--- src/rtl/mac_out_pack_pkg.sv ---
// Shared definitions for the MAC output packing stage: conv word width,
// packer state encoding and the lane-count width helper.
package mac_out_pack_pkg;

  localparam int MAC_DW = 16;

  typedef enum logic {
    FILL       = 1'b0,
    FLUSH_PEND = 1'b1
  } pack_state_e;

  // Width needed to hold a lane count of 1..lanes inclusive.
  function automatic int nlanes_width(input int lanes);
    return $clog2(lanes) + 1;
  endfunction

endpackage

--- src/rtl/mac_out_fifo.sv ---
// Synchronous FIFO between the packer and the output buffer path.
// The head word reads as zero while empty so downstream never sees stale data.
module mac_out_fifo #(
  parameter int WIDTH = 8,
  parameter int DEPTH = 4
) (
  input  logic                     i_clk,
  input  logic                     i_rst_n,
  input  logic                     i_push,
  input  logic [WIDTH-1:0]         i_wdata,
  input  logic                     i_pop,
  output logic [WIDTH-1:0]         o_rdata,
  output logic                     o_full,
  output logic                     o_empty,
  output logic [$clog2(DEPTH):0]   o_count
);

  localparam int AW = $clog2(DEPTH);
  localparam int CW = AW + 1;

  logic [WIDTH-1:0] r_mem [DEPTH];
  logic [AW-1:0]    r_wptr;
  logic [AW-1:0]    r_rptr;
  logic [CW-1:0]    r_count;
  logic             w_push;
  logic             w_pop;

  assign o_full  = (r_count == CW'(DEPTH));
  assign o_empty = (r_count == '0);
  assign o_count = r_count;
  assign w_push  = i_push & ~o_full;
  assign w_pop   = i_pop & ~o_empty;
  assign o_rdata = o_empty ? '0 : r_mem[r_rptr];

  always_ff @(posedge i_clk) begin
    if (w_push) r_mem[r_wptr] <= i_wdata;
  end

  always_ff @(posedge i_clk or negedge i_rst_n) begin
    if (!i_rst_n) begin
      r_wptr  <= '0;
      r_rptr  <= '0;
      r_count <= '0;
    end else begin
      if (w_push) r_wptr <= r_wptr + AW'(1);
      if (w_pop)  r_rptr <= r_rptr + AW'(1);
      case ({w_push, w_pop})
        2'b10:   r_count <= r_count + CW'(1);
        2'b01:   r_count <= r_count - CW'(1);
        default: r_count <= r_count;
      endcase
    end
  end

endmodule

--- src/rtl/mac_out_pack.sv ---
// Packs LANES stage-5 conv results per word into a FIFO and stalls the MAC
// pipeline via o_inhibit. States: FILL = normal packing, FLUSH_PEND = partial word waiting for FIFO space.
module mac_out_pack
  import mac_out_pack_pkg::*;
#(
  parameter int LANES = 4,
  parameter int DEPTH = 4
) (
  input  logic                             i_clk,
  input  logic                             i_rst_n,
  input  logic                             i_valid,
  input  logic [MAC_DW-1:0]                i_conv,
  input  logic                             i_flush,
  output logic                             o_inhibit,
  output logic                             o_valid,
  output logic [MAC_DW*LANES-1:0]          o_data,
  output logic [nlanes_width(LANES)-1:0]   o_nlanes,
  input  logic                             i_ready
);

  localparam int LW  = $clog2(LANES);
  localparam int NLW = nlanes_width(LANES);
  localparam int DW  = MAC_DW * LANES;
  localparam int FW  = NLW + DW;
  localparam int CW  = $clog2(DEPTH) + 1;

  pack_state_e      r_state;
  logic [DW-1:0]    r_pack;
  logic [LW-1:0]    r_lane;
  logic             r_inhibit;

  logic             w_take;
  logic [DW-1:0]    w_pack_wr;
  logic [NLW-1:0]   w_fill;
  logic             w_complete;
  logic             w_flush_req;
  logic             w_push;
  logic [FW-1:0]    w_push_data;
  logic             w_pop;
  logic             w_full;
  logic             w_empty;
  logic [CW-1:0]    w_count;
  logic [CW-1:0]    w_count_nxt;
  logic [FW-1:0]    w_fifo_q;
  pack_state_e      w_state_nxt;
  logic [DW-1:0]    w_pack_nxt;
  logic [LW-1:0]    w_lane_nxt;

  always_comb begin
    w_take      = i_valid & ~r_inhibit;
    w_pack_wr   = r_pack;
    if (w_take) w_pack_wr[r_lane*MAC_DW +: MAC_DW] = i_conv;
    w_fill      = NLW'(r_lane) + NLW'(w_take);
    w_complete  = w_take && (r_lane == LW'(LANES-1));
    w_flush_req = i_flush && (w_fill != '0);

    w_push      = 1'b0;
    w_push_data = {w_fill, w_pack_wr};
    w_state_nxt = r_state;
    w_pack_nxt  = w_pack_wr;
    w_lane_nxt  = w_fill[LW-1:0];

    case (r_state)
      FILL: begin
        // Completion never coincides with a full FIFO: o_inhibit blocks that transfer.
        if (w_complete || (w_flush_req && !w_full)) begin
          w_push     = 1'b1;
          w_pack_nxt = '0;
          w_lane_nxt = '0;
        end else if (w_flush_req) begin
          w_state_nxt = FLUSH_PEND;
        end
      end
      FLUSH_PEND: begin
        w_push_data = {NLW'(r_lane), r_pack};
        if (!w_full) begin
          w_push      = 1'b1;
          w_pack_nxt  = '0;
          w_lane_nxt  = '0;
          w_state_nxt = FILL;
        end
      end
      default: w_state_nxt = FILL;
    endcase

    w_pop       = ~w_empty & i_ready;
    w_count_nxt = w_count + CW'(w_push) - CW'(w_pop);
  end

  always_ff @(posedge i_clk or negedge i_rst_n) begin
    if (!i_rst_n) begin
      r_state   <= FILL;
      r_pack    <= '0;
      r_lane    <= '0;
      r_inhibit <= 1'b0;
    end else begin
      r_state   <= w_state_nxt;
      r_pack    <= w_pack_nxt;
      r_lane    <= w_lane_nxt;
      // Registered from next-state values so it tracks the FIFO/lane registers exactly.
      r_inhibit <= (w_state_nxt == FLUSH_PEND) ||
                   ((w_count_nxt == CW'(DEPTH)) && (w_lane_nxt == LW'(LANES-1)));
    end
  end

  mac_out_fifo #(
    .WIDTH (FW),
    .DEPTH (DEPTH)
  ) u_fifo (
    .i_clk   (i_clk),
    .i_rst_n (i_rst_n),
    .i_push  (w_push),
    .i_wdata (w_push_data),
    .i_pop   (w_pop),
    .o_rdata (w_fifo_q),
    .o_full  (w_full),
    .o_empty (w_empty),
    .o_count (w_count)
  );

  assign o_inhibit = r_inhibit;
  assign o_valid   = ~w_empty;
  assign o_data    = w_fifo_q[DW-1:0];
  assign o_nlanes  = w_fifo_q[FW-1:DW];

endmodule

--- config.mk ---
export PLATFORM = sky130hd
export DESIGN_NAME = mac_out_pack
export DESIGN_NICKNAME = d
export VERILOG_FILES = /design/src/rtl/mac_out_pack_pkg.sv /design/src/rtl/mac_out_fifo.sv /design/src/rtl/mac_out_pack.sv
export SDC_FILE = /design/constraint.sdc
export NUM_CORES = 1
export LEC_CHECK = 0
export BUFFER_PORTS_ARGS = -buffer_cell sky130_fd_sc_hd__buf_2
export CAP_MARGIN = 30
export CORE_ASPECT_RATIO = 1.75
export CORE_MARGIN = 8
export CORE_UTILIZATION = 48
export DETAILED_ROUTE_END_ITERATION = 10
export PLACE_DENSITY = 0.65
export SYNTH_ARGS = -nofsm -noshare
export SYNTH_HDL_FRONTEND = slang
export SYNTH_HIERARCHICAL = 1
export SYNTH_SLANG_ARGS = --single-unit
export TNS_END_PERCENT = 5
--- constraint.sdc ---
create_clock -name i_clk -period 11.3 [get_ports i_clk]
set_input_delay 1.695 -clock i_clk [delete_from_list [all_inputs] [get_ports i_clk]]
set_output_delay 1.695 -clock i_clk [all_outputs]
set_load 0.05 [all_outputs]
==> run_results.csv <==
group,metric,value,unit
outcome,outcome,"complete, no violations",
timing,period_needed,4.90,ns
finish,antenna_cells,0,
floorplan,initial_core_util,0.486,
setup_path,crit_required,9.61,ns
clock_tree,cts_tree,"built",
timing,setup_tns,0,ns
floorplan,die_area,37200,sq um
logic_synthesis,syn_area_per_cell,14.4,sq um
power,power_leakage,5.71,nW
timing,fmax,0.204,GHz
min_path,worstHoldPathType,"reg2reg",
clock_tree,htreeDepth,1,
clock_tree,clock_latency,0.57,ns
setup_path,ff2ff_setup_slack,7.58,ns
setup_path,crit_family,"flip-flops",
floorplan,dieHeight,249,um
setup_path,slowest_stage,"dfrtp_4",
clock_tree,cts_root_buf,"clkbuf_16",
timing,holdWs,0.524,ns
finish,final_cell_count_no_fill,1504,
timing,relSlewSlack,0.331,
drt,vias_per_cell,5.59,
setup_path,worstPathCellList,"buf_4 -> mux4_2 -> and2_1 -> buf_2",
setup_path,cp.buffers_inverters,2,
floorplan,die_x,149,um
finish,syn_to_final_growth,11.1,%
min_path,min_to,"r_pack[8]",
finish,drive_above_1_share,0.255,
setup_path,slowest_delay,0.94,ns
timing,rsz0062_at_grt,"no",
timing,post-route-period-util,0.433,
timing,finalHoldViolations,0,
global_route,grt.total_usage,0.173,
clock_tree,hold_buffers,0,
floorplan,core,30700,sq um
clock_tree,numCtsBuffers,29,
clock_tree,cts-resized-gates,0,
place,dp_cells,1449,
finish,nNetsFinal,1126,
finish,final_common_cell,"edfxtp_1",
drt,drt_iter0_drc,609,
power,p_per_area,299,nW/um^2
logic_synthesis,syn_inst,1039,
drt,drc,0,
clock_tree,ctsLongestPathBuffers,3,
drt,wirelength,31900,um
place,post_dp_cell_area,15600,sq um
place,gp_congestion,0.806,
logic_synthesis,synth_cell_type_count,44,
logic_synthesis,synth_top_area_share,0.539,
logic_synthesis,synth_area_leaders,"edfxtp_1, dfrtp_1, mux4_2",
place,dp_hpwl,19700,um
floorplan,rows,85,
setup_path,cp-start-kind,"register",
drt,drt-pass1-iter-count,6,
finish,mostFrequentLayoutCells,"edfxtp_1, nand2_1, buf_2",
global_route,overflow,0,
logic_synthesis,yosysWarnings,6,
min_path,hp-start,"r_pack[8]",
global_route,grt_max_degree,67,
drt,ant_nets,0,
setup_path,timing.rr.end,"u_fifo/r_mem[0][43]",
setup_path,worstReg2RegStart,"r_lane[0]",
logic_synthesis,yosys.area.top_type,"edfxtp_1",
setup_path,endpoint_kind,"output port",
power,fin_total_pwr,4.96,mW
logic_synthesis,yosys_register_bits,343,
finish,finalInstanceArea,16600,sq um
run,drv_cap,0,
global_route,first_global_vias,8673,
logic_synthesis,syn_area,14900,sq um
setup_path,crit_arrival,3.20,ns
clock_tree,cts_setup_buffers,0,
global_route,antenna_found_initial,2,
min_path,min_path_cells,2,
power,ir_drop,0.000350,V
global_route,grt_pass1_wl,50100,um
timing,slew_viol_final,0,
setup_path,reg2reg_depth,8,
timing,clock_skew,0.0191,ns
timing,tightest_slew,1.00,ns
place,portBuffers,89,
setup_path,worstPathMaxFanout,37,
setup_path,critPathKind,"reg2out",
logic_synthesis,yosysSeqAreaShare,0.665,
clock_tree,cts.reportedPaths.clkPinSlew,0.07,ns
drt,vias,8414,
clock_tree,cts.sinks,343,
logic_synthesis,syn_nets,1075,
floorplan,io_pins,90,
timing,finalSetupViolations,0,
drt,routedWlPerCell,21.2,um
==> state kept, by name, indices dropped and copies added, names as in the netlist <==
signal,cells
r_state,1
r_lane,2
u_fifo/o_count,3
o_inhibit,1
r_pack,64
u_fifo/r_rptr,2
u_fifo/r_wptr,2
u_fifo/r_mem,268
==> metal layers <==
layer / share of wire / GRT usage
met1: 0.40 / 0.215
met2: 0.53 / 0.303
met3: 0.042 / 0.0233
met4: 0.025 / 0.0588
met5: 0.00063 / 0
==> logic make-up (layout without fill, tap and decap cells) <==
| family | count (synthesis) | after routing | share of synthesized area |
|---|---|---|---|
| buf+inv | 104 | 178 | 0.0378 |
| compound gates | 133 | 133 | 0.0558 |
| xor+xnor | 11 | 11 | 0.00646 |
| flops | 343 | 343 | 0.665 |
| fa+ha+maj | 15 | 15 | 0.0136 |
| simple gates | 364 | 364 | 0.119 |
| mux | 69 | 69 | 0.103 |
==> worst min-delay path: cells and delay by family (launching register included) <==
family             cells  cell delay [ns]
AOI/OAI and AO/OA      1             0.05
and+or+nand+nor        1             0.06
DFF                    1             0.38
==> metrics by stage <==
stage	setup WS, ns	util
global placement	6.10	0.503
CTS	6.25	0.539
finish	6.40	0.539
detailed placement	6.42	0.509
floorplan	5.86	-
global route	6.16	0.539
==> power breakdown <==
group | internal, mW | leakage (nW) | switching (mW) | total [mW]
logic | 0.674 | 1.77 | 1.50 | 2.17
registers | 1.70 | 3.48 | 0.121 | 1.82
clock network | 0.525 | 0.458 | 0.450 | 0.974
==> Yosys cell counts (all sizes together) <==
| cell type | instances |
|---|---|
| edfxtp | 268 |
| nand2 | 195 |
| and2 | 76 |
| dfrtp | 75 |
| mux4 | 67 |
| o21ai | 66 |
| nand3 | 65 |
| a21oi | 64 |
| buf | 50 |
| clkbuf | 39 |
| inv | 15 |
| ha | 13 |
| nor2 | 7 |
| xnor2 | 7 |
| nor2b | 4 |
| nor3b | 4 |
| xor2 | 4 |
| nand3b | 3 |
| or2 | 3 |
| fa | 2 |
| nor3 | 2 |
| a21boi | 1 |
| a221o | 1 |
| a41o | 1 |
| and2b | 1 |
| and3b | 1 |
| mux2 | 1 |
| mux2i | 1 |
| nand4bb | 1 |
| nor4 | 1 |
| or3 | 1 |
==> cell type report <==
cell class / count / area (sq um)
Multi-Input combinational cell: 592 / 4460
Fill cell: 2484 / 14200
Tap cell: 391 / 489
Clock inverter: 22 / 168
Timing Repair Buffer: 109 / 728
Sequential cell: 343 / 9930
Inverter: 15 / 56.3
Clock buffer: 32 / 747
==> worst max path at each step <==
| stage | cells after the start | from | slack (ns) | to |
|---|---|---|---|---|
| finish | 4 | u_fifo/r_rptr[0] | 6.40 | o_data[2] |
| floorplan | 10 | i_valid | 5.86 | u_fifo/r_mem[0][0] |
| CTS | 4 | u_fifo/r_rptr[0] | 6.25 | o_data[12] |
| detailed placement | 10 | i_valid | 6.42 | u_fifo/r_mem[0][3] |
| global route | 4 | u_fifo/r_rptr[0] | 6.16 | o_data[15] |
| global placement | 9 | i_valid | 6.10 | u_fifo/r_mem[0][3] |
Power figures use the tool's default switching activity.
